[src/rtl/simon_fsm_param.sv]
`default_nettype none
// +----------------------------------------------------------------------------+
// | Module   : simon_fsm_param                                                 |
// | Purpose  : Simon Says game controller: launch, playback, input, fail, end  |
// | Revision : 1.0 - initial release                                           |
// +----------------------------------------------------------------------------+
module simon_fsm_param #(
  parameter int NUM_COLOURS    = 4,
  parameter int MAX_ROUNDS     = 32,
  parameter int SPEEDUP_EVERY  = 5,
  parameter int SPEED_W        = 3,
  parameter int FAIL_FLASHES   = 3,
  parameter int LIVES          = 0,
  parameter int TIMEOUT_PULSES = 8
) (
  input  logic                                         clk,
  input  logic                                         reset,
  input  logic [1:0]                                   launch_keys,
  input  logic [NUM_COLOURS-1:0]                       player_input,
  input  logic                                         pulse,
  input  logic                                         result,
  output logic                                         start,
  output logic                                         rst_seedgen,
  output logic                                         load_colour,
  output logic                                         load_speed,
  output logic                                         flash_clk,
  output logic [$clog2(MAX_ROUNDS+1)-1:0]              check_round,
  output logic [SPEED_W-1:0]                           speed,
  output logic [$clog2(MAX_ROUNDS+1)-1:0]              current_round,
  output logic [((LIVES > 0) ? $clog2(LIVES+1) : 1)-1:0] lives_left,
  output logic                                         win,
  output logic                                         game_over
);

  localparam int RW = $clog2(MAX_ROUNDS + 1);
  localparam int LW = (LIVES > 0) ? $clog2(LIVES + 1) : 1;
  localparam int TW = (TIMEOUT_PULSES > 0) ? $clog2(TIMEOUT_PULSES + 1) : 1;
  localparam int SW = (SPEEDUP_EVERY > 1) ? $clog2(SPEEDUP_EVERY) : 1;
  localparam int FW = 3;
  localparam logic [NUM_COLOURS-1:0] ONE_HOT_LSB = NUM_COLOURS'(1);

  typedef enum logic [4:0] {
    S_READY1        = 5'd0,
    S_RST_SEEDGEN   = 5'd1,
    S_READY12       = 5'd2,
    S_START_RNG     = 5'd3,
    S_HOLD          = 5'd4,
    S_ADD_CLR       = 5'd5,
    S_INC_SPEED     = 5'd6,
    S_IS_NEXT_PULSE = 5'd7,
    S_PULSE_ON      = 5'd8,
    S_PULSE_OFF     = 5'd9,
    S_PREP          = 5'd10,
    S_PLAYER_TURN   = 5'd11,
    S_GOOD_TURN     = 5'd12,
    S_NEXT_SEG      = 5'd13,
    S_DESELECT      = 5'd14,
    S_FAIL_ON       = 5'd15,
    S_FAIL_ON_WAIT  = 5'd16,
    S_FAIL_OFF      = 5'd17,
    S_FAIL_OFF_WAIT = 5'd18,
    S_RETRY         = 5'd19,
    S_WIN           = 5'd20,
    S_END           = 5'd21
  } state_t;

  state_t          state_q;
  logic [RW-1:0]   check_round_q;
  logic [RW-1:0]   current_round_q;
  logic [SPEED_W-1:0] speed_q;
  logic [LW-1:0]   lives_q;
  logic [FW-1:0]   fail_q;
  logic [TW-1:0]   timeout_q;
  logic [SW-1:0]   speedup_q;
  logic            win_q;

  logic [RW-1:0]   round_d;
  logic [TW-1:0]   timeout_d;
  logic            press_any;
  logic            press_multi;

  assign round_d     = current_round_q + RW'(1);
  assign timeout_d   = timeout_q + TW'(1);
  assign press_any   = |player_input;
  // Clearing the lowest set bit leaves something only when two or more are high.
  assign press_multi = |(player_input & (player_input - ONE_HOT_LSB));

  always_ff @(posedge clk) begin
    if (reset) begin
      state_q         <= S_READY1;
      check_round_q   <= '0;
      current_round_q <= '0;
      speed_q         <= '0;
      lives_q         <= LW'(LIVES);
      fail_q          <= '0;
      timeout_q       <= '0;
      speedup_q       <= '0;
      win_q           <= 1'b0;
    end else begin
      case (state_q)
        S_READY1: begin
          check_round_q   <= '0;
          current_round_q <= '0;
          speed_q         <= '0;
          lives_q         <= LW'(LIVES);
          fail_q          <= '0;
          timeout_q       <= '0;
          speedup_q       <= '0;
          win_q           <= 1'b0;
          if (launch_keys[0]) state_q <= S_RST_SEEDGEN;
        end
        S_RST_SEEDGEN: state_q <= S_READY12;
        S_READY12:     if (launch_keys == 2'b11) state_q <= S_START_RNG;
        S_START_RNG:   state_q <= S_HOLD;
        S_HOLD:        if (launch_keys == 2'b00) state_q <= S_ADD_CLR;
        S_ADD_CLR: begin
          current_round_q <= round_d;
          check_round_q   <= round_d;
          // speedup_q tracks the new round number modulo SPEEDUP_EVERY
          if (speedup_q == SW'(SPEEDUP_EVERY - 1)) begin
            speedup_q <= '0;
            state_q   <= S_INC_SPEED;
          end else begin
            speedup_q <= speedup_q + SW'(1);
            state_q   <= S_IS_NEXT_PULSE;
          end
        end
        S_INC_SPEED: begin
          if (speed_q != '1) speed_q <= speed_q + SPEED_W'(1);
          state_q <= S_IS_NEXT_PULSE;
        end
        S_IS_NEXT_PULSE: begin
          if (pulse) state_q <= (check_round_q == '0) ? S_PREP : S_PULSE_ON;
        end
        S_PULSE_ON: if (pulse) state_q <= S_PULSE_OFF;
        S_PULSE_OFF: begin
          check_round_q <= check_round_q - RW'(1);
          state_q       <= S_IS_NEXT_PULSE;
        end
        S_PREP: begin
          check_round_q <= current_round_q;
          timeout_q     <= '0;
          state_q       <= S_PLAYER_TURN;
        end
        S_PLAYER_TURN: begin
          if (check_round_q == '0) begin
            if (current_round_q == RW'(MAX_ROUNDS)) begin
              win_q   <= 1'b1;
              state_q <= S_WIN;
            end else begin
              state_q <= S_ADD_CLR;
            end
          end else if (press_multi) begin
            state_q <= S_FAIL_ON;
          end else if (press_any) begin
            state_q <= S_GOOD_TURN;
          end else if ((TIMEOUT_PULSES != 0) && pulse) begin
            timeout_q <= timeout_d;
            if (timeout_d == TW'(TIMEOUT_PULSES)) state_q <= S_FAIL_ON;
          end
        end
        S_GOOD_TURN: state_q <= result ? S_NEXT_SEG : S_FAIL_ON;
        S_NEXT_SEG: begin
          if (check_round_q != '0) check_round_q <= check_round_q - RW'(1);
          timeout_q <= '0;
          state_q   <= S_DESELECT;
        end
        S_DESELECT: if (!press_any) state_q <= S_PLAYER_TURN;
        S_FAIL_ON: begin
          fail_q  <= fail_q + FW'(1);
          state_q <= S_FAIL_ON_WAIT;
        end
        S_FAIL_ON_WAIT: if (pulse) state_q <= S_FAIL_OFF;
        S_FAIL_OFF: begin
          if (fail_q == FW'(FAIL_FLASHES)) begin
            if (lives_q != '0) begin
              state_q <= S_RETRY;
            end else begin
              // Game over reports rounds actually completed.
              if (current_round_q != '0) current_round_q <= current_round_q - RW'(1);
              state_q <= S_END;
            end
          end else begin
            state_q <= S_FAIL_OFF_WAIT;
          end
        end
        S_FAIL_OFF_WAIT: if (pulse) state_q <= S_FAIL_ON;
        S_RETRY: begin
          lives_q       <= lives_q - LW'(1);
          fail_q        <= '0;
          timeout_q     <= '0;
          check_round_q <= current_round_q;
          state_q       <= S_IS_NEXT_PULSE;
        end
        S_WIN: state_q <= S_END;
        S_END: state_q <= S_END;
        default: state_q <= S_READY1;
      endcase
    end
  end

  assign rst_seedgen   = (state_q == S_RST_SEEDGEN);
  assign start         = (state_q == S_START_RNG);
  assign load_colour   = (state_q == S_ADD_CLR);
  assign load_speed    = (state_q == S_INC_SPEED);
  assign flash_clk     = (state_q == S_PULSE_ON) || (state_q == S_FAIL_ON) ||
                         (state_q == S_FAIL_ON_WAIT);
  assign game_over     = (state_q == S_END);
  assign win           = win_q;
  assign check_round   = check_round_q;
  assign current_round = current_round_q;
  assign speed         = speed_q;
  assign lives_left    = lives_q;

endmodule
`default_nettype wire
[config.mk]
export PLATFORM = sky130hd
export DESIGN_NAME = simon_fsm_param
export DESIGN_NICKNAME = d
export VERILOG_FILES = /design/src/rtl/simon_fsm_param.sv
export SDC_FILE = /design/constraint.sdc
export NUM_CORES = 1
export LEC_CHECK = 0
export CAP_MARGIN = 20
export CELL_PAD_IN_SITES_DETAIL_PLACEMENT = 2
export CELL_PAD_IN_SITES_GLOBAL_PLACEMENT = 2
export CORE_MARGIN = 8
export CORE_UTILIZATION = 35
export CTS_CLUSTER_SIZE = 10
export DETAILED_ROUTE_END_ITERATION = 6
export MAX_ROUTING_LAYER = met4
export PLACE_DENSITY_LB_ADDON = 0.1
export SETUP_SLACK_MARGIN = 0.5
export SLEW_MARGIN = 20
export SYNTH_ARGS = -nofsm -noshare
export SYNTH_HDL_FRONTEND = slang
export SYNTH_SLANG_ARGS = --single-unit
[constraint.sdc]
create_clock -name clk -period 5.8 [get_ports clk]
set_clock_uncertainty 0.2 [all_clocks]
set_input_delay 0.58 -clock clk [delete_from_list [all_inputs] [get_ports clk]]
set_output_delay 0.58 -clock clk [all_outputs]
set_load 0.005 [all_outputs]
# ---- After elaboration in Yosys (flattened, before gate mapping)
# Cells that the tools add are included.
dict set report totals {
  in_bits 10
  register_bits 32
  wordCells 135
}
dict set report op_classes {
  n_mux 40
  n_reduce_logical 28
  bitwise_logic 1
  n_eq_ne 48
  addsub 9
}
# cell count
set op_table {}
lappend op_table {{5-bit case mux with 19 select lines} 1}
lappend op_table {{5-bit 2-to-1 mux} 15}
lappend op_table {{5-bit by 4-bit == test with 1-bit output, second input constant} 8}
lappend op_table {{2-bit inequality test, second input constant} 18}
lappend op_table {{5-bit == test, second input constant} 6}
lappend op_table {{6-bit case mux with 5 select lines} 1}
lappend op_table {{6-bit 2-to-1 mux} 4}
lappend op_table {{5-bit by 3-bit == test with 1-bit output, second input constant} 4}
lappend op_table {{3-bit case mux with 2 select lines} 3}
lappend op_table {{6-bit case mux with 3 select lines} 1}
lappend op_table {{4-bit 2-to-1 mux} 4}
lappend op_table {{2-bit nonzero test} 6}
lappend op_table {{6-bit nonzero test} 2}
lappend op_table {{4-bit OR reduction} 3}
lappend op_table {{6-bit by 1-bit subtractor with 6-bit output, second input constant} 2}
lappend op_table {{5-bit by 2-bit == test with 1-bit output, second input constant} 2}
lappend op_table {{5-bit inequality test, second input constant} 2}
lappend op_table {{10-bit AND reduction} 1}
lappend op_table {{3-bit by 1-bit adder with 3-bit output, second input constant} 3}
lappend op_table {{3-bit 2-to-1 mux} 3}
lappend op_table {{4-bit case mux with 2 select lines} 1}
lappend op_table {{6-bit by 1-bit adder with 6-bit output, second input constant} 1}
lappend op_table {{6-bit == test, second input constant} 1}
lappend op_table {{6-bit zero test} 1}
lappend op_table {{25 further kinds} 33}

# ---- Depth between registers and ports, before layout
# Gate-level depths: netlist of the first run.
dict set report depth {
  depth_word 8
  mapped_depth 8
  depth_no_buf 7
}

# ---- Worst setup path before layout of the first run
# Ideal clock, no wire load.
dict set report synth_timing {
  kind {register -> output}
  startpoint {reg state_q[1]}
  endpoint {out start}
  n_path_buf 3
  slack_ns 3.703
  arrival_ns 1.317
  path_stages_with_launch 6
  cell_sequence {dfxtp_1 > buf_2 > buf_1 > buf_2 > nand2_1 > nor3_1}
}
dict set report synth_via {
  elab_chain_cells 1
}
# element line_no
set synth_rtl {}
lappend synth_rtl {{from (decl)} 67} ;# state_t state_q;
lappend synth_rtl {{from (signal assigned)} 133} ;# if (pulse) state_q <= (check_round_q == '0) ? S_PREP : S_PULSE_ON;
lappend synth_rtl {{from (signal assigned)} 162} ;# S_GOOD_TURN: state_q <= result ? S_NEXT_SEG : S_FAIL_ON;
lappend synth_rtl {{5-bit by 2-bit == test with 1-bit output} 203} ;# assign start = (state_q == S_START_RNG);
lappend synth_rtl {{to (decl)} 22} ;# output logic start,
# No other way between the ends.

# ---- Final worst setup path of the first run
dict set report layout_timing {
  startpoint {reg state_q[2]}
  endpoint {out load_colour}
}
dict set report layout_via {
  elab_chain_cells 1
}
# element line_no
set layout_rtl {}
lappend layout_rtl {{5-bit by 3-bit == test with 1-bit output} 204} ;# assign load_colour = (state_q == S_ADD_CLR);
lappend layout_rtl {{to (decl)} 24} ;# output logic load_colour,
# No other way between the ends.

==> out/results.txt, run 1 <==
Status: finished, final reports clean
# placed instances: 442
Hold Buf Count CTS: 0
Synthesized instance count: 326
Reg-to-Reg End: current_round[4]
Cell Area, Synth: 2525 sq um
FF/Latch Area: 640.6 sq um
DR WL/cell: 19.60 microns
Place WS: 2.594 ns
Post CTS Setup Buffer Count: 0
Clk root buf: clkbuf_8
Count of cell types in the netlist: 67
Clk_lat worst skew: 0.28 ns
Post-synthesis sequential area ratio: 0.2537
Max-cap viol count: 0
Category of the worst setup path launch point: flip-flop
Drt pass-1 iters: 4
# rows: 31
Yosys top cell area share: 0.2537
Critical path required time: 5.02 ns
Top cells by area, synth: dfxtp_1 (25%), a21oi_1 (5.9%), ha_1 (5.5%), nand2_1 (4.6%), nor2_1 (3.4%)
RSZ-0062 raised after global routing: no
Post-cts sizing count: 0
Fillers: 847
Vias: 2601
CTS tree: yes
Remaining global-route overflow: 0
Final Hold Fails: 0
Port bufs: 32
CP endpoint kind: primary output
Yosys warning total: 0
DRC viols: 0
Count leader, synth: dfxtp_1
Overall Global Routing Usage: 0.1867
Total CTS buffers: 5
Area occupied by multi-input gates: 1743 sq um
Worst Hold Launch: speed[2]
Worst slew pin tran: 0.9285 ns
Fmax: 280.3 MHz
Prevailing post-synth register cell: dfxtp_1
HPWL after DPL: 6.515 mm
Post-Route WL: 8.818 mm
Initial antenna violation count: 0
Initial core utilization: 0.3538
Fin crit period: 3.567 ns
CTS max path bufs: 2
Non-Filler Instances: 450
First-pass GRT wire length: 14.88 mm
Largest net degree at the start of global routing: 34
Flops & latches, synth: 32
Vias in the first global route: 2833
Final Slew Violations: 0
Worst r2r src: state_q[1]
Die width: 100.9 microns
Ys async rst share: 0
Reg clk slew, reported paths: 0.07 ns
Final nets: 371
Setup Viol. Count Final: 0
Slew HR: 0.3790
Die area: 10190 sq um
Clock net sink count: 32
Worst EP arrival: 2.79 ns
Area leader, netlist: dfxtp_1
Core area: 7137 sq um
Final worst-path setup slack: 2.233 ns
H-tree levels: 2
Worst setup path category: flip-flop to primary output
Synth cell count leaders: dfxtp_1 (32), nand2_1 (31), a21oi_1 (30)
Hold Crit Class: flip-flop to flip-flop
Post-synth EDFFs: 0
Chip Height: 100.9 microns
Worst Hold Path EP: speed[2]
GPL Wtd Cong: 0.7825
Worst R2R Path Depth: 6
# diodes: 0
Via-to-Cell Ratio: 5.780
DR iter-0 viols: 142
Final ANT Viol Nets: 0
Ports: 33
Reg2Reg Setup Slack: 2.97 ns
Static Leakage: 0.001080 uW
Syn_area_per_cell: 7.745 sq um
Worst vdd ir: 0.1494 mV
Cells on Worst Hold Path: 2
Layout cells sized above 1: 0.06838
P&R area growth vs syn: 19.38%
Syn_nets: 347
Power per cell area: 369.1 nW/um^2
Setup TNS: 0 ns
CP max FO: 25
Period utilisation layout: 0.6150
[kinds of logic after synthesis]
group / count (synthesis) / share of synthesized area
and+or+nand+nor: 130 / 0.2790
AOI/OAI and AO/OA: 103 / 0.2904
buffers and inverters: 32 / 0.05599
DFF: 32 / 0.2537
xor gates and xnor gates: 11 / 0.03816
adders and majority gates: 11 / 0.05451
muxes: 7 / 0.02825
[cell type report]
| cell class | instances | area share |
|---|---|---|
| sequential | 32 | 0.2125 |
| clock inverter | 2 | 0.01162 |
| clock buffer | 6 | 0.02408 |
| inverter | 13 | 0.01619 |
| tap | 99 | 0.04110 |
| timing repair buffer | 36 | 0.1162 |
| multi-input combinational | 262 | 0.5782 |
[placed cells by master, fill, tap and decap left out, types with 10 or more instances in the layout]
cell	instances
o21ai_0	15
nor3_1	13
ha_1	11
nand3_1	12
inv_1	10
nor2_1	23
clkdlybuf4s50_1	32
nand2_1	31
dfxtp_1	32
a21oi_1	30
[sequential cells by signal (all words and copies together) (netlist names)]
register / count
check_round: 6
current_round: 6
state_q: 5
timeout_q: 4
fail_q: 3
speed: 3
speedup_q: 3
lives_left: 1
win: 1
[worst max-delay path by stage]
stage	slack, ns	start	endpoint
6_report	2.23	state_q[2]	load_colour
5_1_grt	2.07	state_q[2]	load_colour
4_1_cts	2.23	state_q[2]	load_colour
3_5_place_dp	2.59	state_q[2]	load_colour
3_3_place_gp	2.64	state_q[2]	load_colour
2_1_floorplan	3.70	state_q[1]	start
[worst max-delay path: stages, from the launching register on]
cell and delay (ns):
dfxtp_1 0.92, nor3b_2 0.49, nand2_1 0.31, inv_2 0.24, clkdlybuf4s50_1 0.54
[per-stage QoR]
stage	hold slack (ns)	util	area, sq um	total power, uW
floorplan	0.2646	-	2525	705.3
detailed placement	0.2890	0.4073	2907	899.6
global placement	0.2812	0.4073	2907	881.8
global route	0.3260	0.4223	3014	1186
CTS	0.2997	0.4223	3014	1124
finish	0.2946	0.4223	3014	1113
[per-layer routing]
layer  up-vias  share of wire  global-route usage
li1       1263              -                   -
met1      1296           0.45              0.2157
met2        36           0.52              0.3352
met3         6          0.024             0.02693
met4         0         0.0078             0.03551
met5         -              0                   -
[report_power, final]
part | switching (uW) | internal (uW)
registers | 61.3 | 240
logic | 368 | 224
clock network | 90.4 | 128
(Power assumes the default switching activity.)
==> inputs of run 2 (changes only) <==
CORE_UTILIZATION = 32   (was 35)
clock period = 3.6 ns   (was 5.8 ns; I/O delays follow)
==> out/results.txt, run 2 (same netlist as run 1, synthesis figures left out) <==
Area occupied by multi-input gates: 1745 sq um
Worst Path Buf+Inv: 3
Vias: 2664
Drt pass-1 iters: 4
Total CTS buffers: 5
CP endpoint kind: primary output
CTS tree: yes
Crit path cell chain: buf_4 -> nor3b_2 -> nand2_2 -> inv_2 -> clkdlybuf4s50_1
Initial antenna violation count: 0
Setup Viol. Count Final: 0
Remaining global-route overflow: 0
Setup TNS: 0 ns
Worst setup path category: flip-flop to primary output
CTS max path bufs: 2
Fillers: 918
# diodes: 0
Critical path's slowest cell: clkdlybuf4s50_1
DR iter-0 viols: 127
Family with the most delay on the worst path: buffers and inverters
Static Leakage: 0.001117 uW
Power per cell area: 599.4 nW/um^2
Final Slew Violations: 0
Clock net sink count: 32
Hold Buf Count CTS: 0
P&R area growth vs syn: 21.85%
H-tree levels: 2
Leading cell types in the layout, fill and taps excluded: dfxtp_1 (32), clkdlybuf4s50_1 (32), nand2_1 (30), a21oi_1 (30), nor2_1 (23)
Vias in the first global route: 2798
FF/Latch Area: 640.6 sq um
Final worst-path setup slack: 0.6987 ns
Worst vdd ir: 0.2541 mV
Worst path max stage delay: 0.54 ns
Status: finished, final reports clean
Die width: 104.8 microns
Layout cells sized above 1: 0.09218
Die area: 10990 sq um
Core area: 7687 sq um
Clk_lat worst skew: 0.30 ns
Reg clk slew, reported paths: 0.07 ns
Fin crit period: 2.901 ns
Max-cap viol count: 0
Largest net degree at the start of global routing: 25
Overall Global Routing Usage: 0.1733
Post-Route WL: 9.112 mm
Initial core utilization: 0.3285
Post-cts sizing count: 0
CP max FO: 11
Period utilisation layout: 0.8059
Fmax: 344.7 MHz
Final Hold Fails: 0
Slew HR: 0.5657
HPWL after DPL: 6.930 mm
Category of the worst setup path launch point: flip-flop
GPL Wtd Cong: 0.7942
Worst slew pin tran: 0.6506 ns
Port bufs: 32
Final Util: 0.4002
Clk root buf: clkbuf_8
Post CTS Setup Buffer Count: 0
Final ANT Viol Nets: 0
DRC viols: 0
First-pass GRT wire length: 15.37 mm
Hold Crit Class: flip-flop to flip-flop
Critical path required time: 3.04 ns
RSZ-0062 raised after global routing: no
DR WL/cell: 19.81 microns
Via-to-Cell Ratio: 5.791
Chip Height: 104.8 microns
Final nets: 378
# rows: 32
Ports: 33
Place WS: 0.8759 ns
Worst EP arrival: 2.34 ns
## run 2: cell count changes in the layout (fill, tap and decap cells not counted), sizes merged
cell	before	now
buf	4	11
clkbuf	6	5
clkinvlp	0	1
## run 2: area by class of cell
| cell class | count | share of cell area |
|---|---|---|
| repair buffers | 43 | 0.1309 |
| inverters | 13 | 0.01586 |
| well taps | 102 | 0.04148 |
| clock inverters | 3 | 0.01383 |
| multi-input cells | 262 | 0.5673 |
| clock buffers | 5 | 0.02237 |
| flip-flops and latches | 32 | 0.2082 |
## run 2: power breakdown
group          internal, uW  switching [uW]  total [uW]
clock                   205             155         360
combinational           390             635        1020
sequential              387            71.5         459
## run 2: path summary, 6_finish.rpt
path | start | end | slack, ns | cells past startpoint
max reg2reg | state_q[1] | current_round[1] | 0.99 | 7
min | speed[1] | speed[1] | 0.30 | 2
min reg2reg | speed[1] | speed[1] | 0.30 | 2
max | state_q[4] | load_colour | 0.70 | 5
## run 2: worst register-to-register path, stage by stage (launching register included)
cell and delay, ns:
dfxtp_1 0.74, buf_4 0.32, nand2b_1 0.26, nor3_1 0.08, buf_4 0.17, a31oi_1 0.42
nor2_1 0.11, a211oi_1 0.23
## run 2: through the flow
| step | hold WS [ns] | area (sq um) | total power (uW) | std cells |
|---|---|---|---|---|
| after floorplan | 0.2646 | 2525 | 1136 | 326 |
| after global placement | 0.2792 | 2963 | 1458 | 452 |
| after detailed placement | 0.2922 | 2963 | 1482 | 452 |
| after CTS | 0.3048 | 3074 | 1854 | 460 |
| after global routing | 0.3373 | 3077 | 1974 | 460 |
| final | 0.3002 | 3077 | 1844 | 460 |
## run 2: per-layer routing
metal	global-route usage	vias up	part of all wire
li1	-	1279	-
met1	0.2071	1341	0.45
met2	0.2995	34	0.51
met3	0.02396	10	0.023
met4	0.04077	0	0.014
met5	-	-	0
==> inputs of run 3 (changes only) <==
CORE_UTILIZATION = 29   (was 32)
clock period = 2.5 ns   (was 3.6 ns; I/O delays follow)
==> out/results.txt, run 3 (same netlist as run 1, synthesis figures left out) <==
Final nets: 430
# diodes: 0
P&R area growth vs syn: 55.60%
CTS tree: yes
Worst EP arrival: 2.24 ns
Power per cell area: 916.7 nW/um^2
Comb pwr share: 0.667
CTS max path bufs: 2
# rows: 34
Fmax: 449.2 MHz
Static Leakage: 0.001551 uW
Category of the worst setup path launch point: flip-flop
Status: finished, final reports clean
Final Util: 0.4572
Core area: 8593 sq um
Worst path max stage delay: 0.39 ns
CP max FO: 6
Drt pass-1 iters: 4
Pint: 1904 uW
Period utilisation layout: 0.8906
Slew HR: 0.5811
Remaining global-route overflow: 0
CP endpoint kind: flip-flop
Chip Height: 109.3 microns
Family with the most delay on the worst path: compound AO/OA/AOI/OAI gates
Ports: 33
Vias: 3035
Max-cap viol count: 0
Hold Buf Count CTS: 0
Die area: 11950 sq um
DR iter-0 viols: 90
Final Hold Fails: 0
Initial core utilization: 0.2938
Hold Crit Class: flip-flop to flip-flop
Post-Route WL: 12.67 mm
Port bufs: 32
Critical path required time: 2.51 ns
Layout cells sized above 1: 0.3488
Fin crit period: 2.226 ns
Met1 global-route usage: 0.2188
Setup TNS: 0 ns
Worst Path Buf+Inv: 2
Clk_lat worst skew: 0.30 ns
Met2 GRT Util: 0.3471
Sw Pwr: 1698 uW
RSZ-0062 raised after global routing: yes
Clk pwr share: 0.146
Final Slew Violations: 0
Die width: 109.3 microns
Reg clk slew, reported paths: 0.08 ns
First-pass GRT wire length: 17.32 mm
Vias in the first global route: 3128
Overall Global Routing Usage: 0.1919
Final ANT Viol Nets: 0
Total CTS buffers: 5
Via-to-Cell Ratio: 5.859
Setup Viol. Count Final: 0
Largest net degree at the start of global routing: 19
Switching power share of the total: 0.4713
DRC viols: 0
Most Crowded Layer GR: met2
Worst slew pin tran: 0.6284 ns
Crit path cell chain: clkbuf_2 -> or3b_1 -> a211oi_2 -> a221oi_4 -> buf_6 -> o211ai_4 -> mux2i_2
Worst vdd ir: 0.3529 mV
Worst setup path category: flip-flop to flip-flop
HPWL after DPL: 7.393 mm
Clk root buf: clkbuf_8
Critical path's slowest cell: or3b_1
Leading cell types in the layout, fill and taps excluded: buf_4 (44), nand2_1 (29), a21oi_1 (27), clkdlybuf4s50_1 (24), dfxtp_1 (22)
Initial antenna violation count: 0
GPL Wtd Cong: 0.8526
H-tree levels: 2
Flop pwr share: 0.187
Commonest non-fill, non-tap cell in the layout: buf_4
M3 GR Usage: 0.02227
DR WL/cell: 24.46 microns
Clock net sink count: 32
run 3: cell count changes in the layout (fill, tap and decap cells not counted), sizes merged:
cell and change:
buf +51, clkbuf +4, clkdlybuf4s15 +2, clkdlybuf4s50 -8
clkinvlp -1, dlygate4sd2 +2, dlymetal6s2s +2
run 3: final cells by class:
cell class / count / area [sq um]
Clock buffer: 6 / 72.57
Timing Repair Buffer: 95 / 867.1
Tap cell: 108 / 135.1
Multi-Input combinational cell: 262 / 2102
Clock inverter: 2 / 35.03
Sequential cell: 32 / 665.6
Inverter: 13 / 51.30
Fill cell: 947 / 4664
run 3: what timing repair did:
item / 4_1_cts / 5_1_grt
setup endpoints to repair: 31 / 28
buffers inserted: 22 / 14
pin swaps: 10 / 17
gates resized for setup: 54 / 69
run 3: layer usage:
metal | wire length, microns | part of all wire | up-vias
met1 | 5036 | 0.40 | 1546
met4 | 391 | 0.031 | 0
met3 | 399 | 0.031 | 30
met5 | 0 | 0 | -
li1 | - | - | 1383
met2 | 6842 | 0.54 | 76
run 3: path summary, 6_finish.rpt:
check                                start    endpoint  slack [ns]  cells after the start
worst max-delay path            state_q[1]  state_q[1]        0.27                      7
worst min-delay path              speed[2]    speed[2]        0.31                      2
worst max register to register  state_q[1]  state_q[1]        0.27                      7
worst min register to register    speed[2]    speed[2]        0.31                      2
run 3: power by group through the flow:
stage | clock, uW | sequential (uW) | combinational (uW)
after CTS | 541 | 659 | 1880
after floorplan | 0 | 616 | 1030
after global placement | 0 | 674 | 1520
after detailed placement | 0 | 678 | 1540
after global routing | 550 | 678 | 2530
final | 525 | 674 | 2400
run 3: per-stage QoR:
| step | instances | hold WS [ns] | area [sq um] | setup slack [ns] | total power (uW) |
|---|---|---|---|---|---|
| 3_3_place_gp | 474 | 0.2809 | 3097 | 0.2376 | 2194 |
| 4_1_cts | 504 | 0.3117 | 3541 | 0.3571 | 3078 |
| 5_1_grt | 518 | 0.3313 | 3929 | 0.2249 | 3756 |
| 2_1_floorplan | 326 | 0.2439 | 2531 | 0.5006 | 1642 |
| 6_report | 518 | 0.3111 | 3929 | 0.2736 | 3601 |
| 3_5_place_dp | 474 | 0.2922 | 3097 | 0.1566 | 2216 |
run 3: tightest hold or removal path: stages, from the launching register on:
cell	delay (ns)
dfxtp_1	0.33
nand3_1	0.07
a21oi_1	0.06
==> patch 1, RTL diff (config.mk and constraints of run 2) <==
Put a register stage on the outputs `start`, `load_colour`, `load_speed` and `game_over`, with the module's reset. The values now appear one clock later. The other outputs are not delayed to match.
--- a/src/rtl/simon_fsm_param.sv
+++ b/src/rtl/simon_fsm_param.sv
@@ -201,10 +201,19 @@
 
   assign rst_seedgen   = (state_q == S_RST_SEEDGEN);
-  assign start         = (state_q == S_START_RNG);
-  assign load_colour   = (state_q == S_ADD_CLR);
-  assign load_speed    = (state_q == S_INC_SPEED);
   assign flash_clk     = (state_q == S_PULSE_ON) || (state_q == S_FAIL_ON) ||
                          (state_q == S_FAIL_ON_WAIT);
-  assign game_over     = (state_q == S_END);
+  always_ff @(posedge clk) begin
+    if (reset) begin
+      start       <= '0;
+      load_colour <= '0;
+      load_speed  <= '0;
+      game_over   <= '0;
+    end else begin
+      start       <= (state_q == S_START_RNG);
+      load_colour <= (state_q == S_ADD_CLR);
+      load_speed  <= (state_q == S_INC_SPEED);
+      game_over   <= (state_q == S_END);
+    end
+  end
   assign win           = win_q;
   assign check_round   = check_round_q;
Formal check against the unedited RTL: not equivalent (Yosys sat finds a counterexample within 4 cycles, from zero or initial values and one cycle with reset high).
==> patch 1 against run 2 <==
Core utilization down 2.1 points. Via count increased by 1.7%. Non-clock buffer count shrank 6. Hold slack lost 0.0031 ns. Count of clock-buffer cells in the layout up 1. Synthesized cell count is 7.1% higher. Wire length increased by 0.85%. Worst setup slack worse by 0.0064 ns. First-iteration DRC count fell by 20%. Sequential cell count is 4 higher. Cell area rose by 5.3%. Area after synthesis grew 9.9%. Critical path type unchanged.
Power is not compared: it rests on default switching activity, and its combinational part moved more than twofold at a synthesized area within 25%.
==> patch 1: results (changes against run 2) <==
Detailed routing:
- The total number of vias came to 2710 (was 2664).
- The ratio of routed vias to standard cells came to 5.65 (was 5.79).

GRT:
- The all-layer global routing usage was 0.169 (was 0.173).
- The pin count of the biggest net entering global routing is 40 (was 25).
- The first-pass GRT wire length is 15.6 mm (was 15.4 mm).
- The via count of the first global-routing pass is 2874 (was 2798).

Setup path:
- The flop-to-flop setup slack is 0.94 ns (was 0.99 ns).
- The logic depth of the worst register-to-register path came to 6 (was 7).
- The peak fanout along the critical path is 29 (was 11).
- The launch instance of the worst register-to-register path was state_q[2] (was state_q[1]).
- The critical path launch point is state_q[0] (was state_q[4]).
- The reg-to-reg critical path endpoint is check_round[5] (was current_round[1]).

Layout:
- The area overhead of the layout relative to synthesis was 16.8% (was 21.9%).
- The number of nets in the finished design came to 392 (was 378).
- The total of fill cells in the finished design is 999 (was 918).
- The fraction of layout instances using a drive strength above 1 is 0.0833 (was 0.0922).

Synthesis:
- The synthesized netlist net count is 370 (was 347).
- The share of the synthesized area in compound gates (AO/OA/AOI/OAI) came to 0.247 (was 0.290).
- Most instantiated cells after synthesis: dfxtp_1 (36), nor2_1 (33), a21oi_1 (27), o21ai_0 (17), nand2_1 (16) (was dfxtp_1 (32), nand2_1 (31), a21oi_1 (30), nor2_1 (23), o21ai_0 (15)).
- The multiplexer share of the synthesized area is 0.0492 (was 0.0282).
- The distinct cell type count after synthesis came to 76 (was 67).
- Ranking of synthesized cells by area: dfxtp_1 (26%), ha_1 (5.0%), a21oi_1 (4.9%), nor2_1 (4.5%), mux2i_1 (4.0%) (was dfxtp_1 (25%), a21oi_1 (5.9%), ha_1 (5.5%), nand2_1 (4.6%), nor2_1 (3.4%)).
- The share of the synthesized netlist area taken by xor and xnor gates is 0.0253 (was 0.0382).
- The cell count after synthesis is 349 (was 326).
- The adder and majority gate portion of the synthesized area is 0.0496 (was 0.0545).

Hold path:
- The end point of the most critical hold path is speedup_q[2] (was speed[1]).
- The startpoint of the most critical hold path was speedup_q[2] (was speed[1]).

Placement:
- The setup slack at placement was 0.977 ns (was 0.876 ns).
- The half-perimeter wire length of the detailed placement result came to 6.95 mm (was 6.93 mm).
- The cell area reported after detailed placement is 0.00313 mm^2 (was 0.00296 mm^2).
- The total placed cells including tap cells came to 472 (was 452).

STA:
- The final clock period utilization by the worst path is 0.808 (was 0.806).
- The worst-margin pin slew is 0.946 ns (was 0.651 ns).
- The worst hold margin is 0.297 ns (was 0.300 ns).

Run status:
- Outcome: finished clean (unchanged).
-- patch 1: cell count changes after synthesis, sizes merged, moves of 4 or more --
cell     change
a31oi        +4
and3         -4
dfxtp        +4
mux2i        +5
nand2       -14
nand2b       +5
nand4        +5
nor2        +11
o2bb2ai      -7
or2          +4
xor2         -4
-- patch 1: metal layers --
layer / up-vias / GRT usage / routed length, um
li1: 1341 / - / -
met1: 1338 / 0.222 / 4630
met2: 25 / 0.267 / 4300
met3: 6 / 0.0284 / 218
met4: 0 / 0.0283 / 46
met5: - / - / 0
-- patch 1: final cells by class --
cell class / count / area share
clock buffer: 6 / 0.0224
tap: 108 / 0.0417
clock inverter: 2 / 0.0108
multi-input combinational: 279 / 0.578
timing repair buffer: 37 / 0.110
inverter: 12 / 0.0139
sequential: 36 / 0.222
-- patch 1: worst max-delay path, cell delays in order (launching register included) --
cell	delay (ns)
dfxtp_1	0.62
or3_1	0.55
a21boi_0	0.15
o22ai_1	0.21
clkdlybuf4s50_1	0.52
==> patch 2, RTL diff (config.mk and constraints of run 2) <==
Made on the original files. The parameter `SPEEDUP_EVERY` goes from 5 to 6.
--- a/src/rtl/simon_fsm_param.sv
+++ b/src/rtl/simon_fsm_param.sv
@@ -8,5 +8,5 @@
   parameter int NUM_COLOURS    = 4,
   parameter int MAX_ROUNDS     = 32,
-  parameter int SPEEDUP_EVERY  = 5,
+  parameter int SPEEDUP_EVERY  = 6,
   parameter int SPEED_W        = 3,
   parameter int FAIL_FLASHES   = 3,
Behaviour: no difference found for any inputs over 10 cycles, from zero or initial values and one cycle with reset high; that may be too few to reach the edited logic, so the function may still have changed.
==> patch 2 against run 2 <==
Cell area up 0.12%. Sequential cell count unchanged. Wire length up 0.24%. Worst setup slack worse by 0.035 ns. Area after synthesis up 4.4%. Power up 8.7%. First-iteration DRC count down 32%.
==> patch 2: results (changes against run 2) <==
Run status:
- Outcome: finished clean (unchanged).

GRT:
- The pin count of the biggest net entering global routing is 26 (was 25).
- The first-pass GRT wire length is 15.1 mm (was 15.4 mm).
- The via count of the first global-routing pass is 2856 (was 2798).

Placement:
- The cell area reported after detailed placement is 0.00297 mm^2 (was 0.00296 mm^2).
- The setup slack at placement is 0.831 ns (was 0.876 ns).
- The routability congestion estimate from global placement is 0.811 (was 0.794).
- The total placed cells including tap cells came to 454 (was 452).
- The half-perimeter wire length of the detailed placement result is 6.79 mm (was 6.93 mm).

Layout:
- The area occupied by multi-input gates is 0.00178 mm^2 (was 0.00175 mm^2).
- The non-clock inverter instance count of the final layout is 10 (was 13).
- The number of nets in the finished design is 375 (was 378).
- The total of fill cells in the finished design is 986 (was 918).
- The non-clock buffering overhead in the final layout came to 0.123 (was 0.131).
- The count of sequential standard cells is 32 (unchanged).
- The count of plain and timing-repair buffers came to 40 (was 43).
- The number of clock buffer instances in the layout is 6 (was 5).
- The portion of the layout cell area used by clock cells came to 0.0349 (was 0.0362).
- The area taken by flip-flops and latches is 642 um^2 (was 641 um^2).
- The final design instance area without fill is 0.00308 mm^2 (about the same).

Detailed routing:
- The number of design-rule violations left by the first detailed-router iteration was 86 (was 127).
- The routed wire length is 9.13 mm (was 9.11 mm).

Power:
- The maximum vdd ir drop was 0.249 mV (was 0.254 mV).
- The static power due to leakage is 1.13 nW (was 1.12 nW).
- The total net switching power is 0.939 mW (was 0.862 mW).

Setup path:
- The peak per-stage delay on the critical path is 0.70 ns (was 0.54 ns).
- The data arrival time of the critical path is 2.38 ns (was 2.34 ns).

Synthesis:
- Most instantiated cells after synthesis: dfxtp_1 (32), nor2_1 (29), a21oi_1 (25), nand2_1 (23), nand3_1 (19) (was dfxtp_1 (32), nand2_1 (31), a21oi_1 (30), nor2_1 (23), o21ai_0 (15)).
- Ranking of synthesized cells by area: dfxtp_1 (24%), a21oi_1 (4.7%), ha_1 (4.3%), nor2_1 (4.1%), nand3_1 (3.6%) (was dfxtp_1 (25%), a21oi_1 (5.9%), ha_1 (5.5%), nand2_1 (4.6%), nor2_1 (3.4%)).
- The distinct cell type count after synthesis is 72 (was 67).
- The synthesized netlist net count is 355 (was 347).
- The share of the synthesized netlist area taken by xor and xnor gates came to 0.0299 (was 0.0382).
- The multiplexer share of the synthesized area came to 0.0323 (was 0.0282).
- The adder and majority gate portion of the synthesized area is 0.0427 (was 0.0545).
- The share of synthesized area occupied by flip-flops and latches is 0.243 (was 0.254).
## patch 2: cell count changes after synthesis, sizes merged, moves of 5 or more
cell	before	now
a21oi	30	25
buf	15	6
clkbuf	4	21
nand2	31	24
nand3	12	19
nor2	23	29
nor3	14	7
o2bb2ai	7	2
## patch 2: worst paths after layout
kind               from               end  slack [ns]  depth (start not counted)
max          state_q[2]       load_colour        0.66                          4
min                 win               win        0.27                          2
max reg2reg  state_q[4]  current_round[5]        0.93                          5
min reg2reg         win               win        0.27                          2
## patch 2: per-layer routing
metal	wire (um)	GRT usage	share of wire
met5	0	-	0
met1	4040	0.196	0.44
met3	300	0.0258	0.033
met2	4700	0.294	0.51
met4	90	0.0412	0.0099
## patch 2: worst register-to-register path, delay by kind of cell (launching register included)
family	cells	cell delay (ns)
DFF	1	0.65
and+or+nand+nor	2	0.84
AOI/OAI and AO/OA	3	0.89
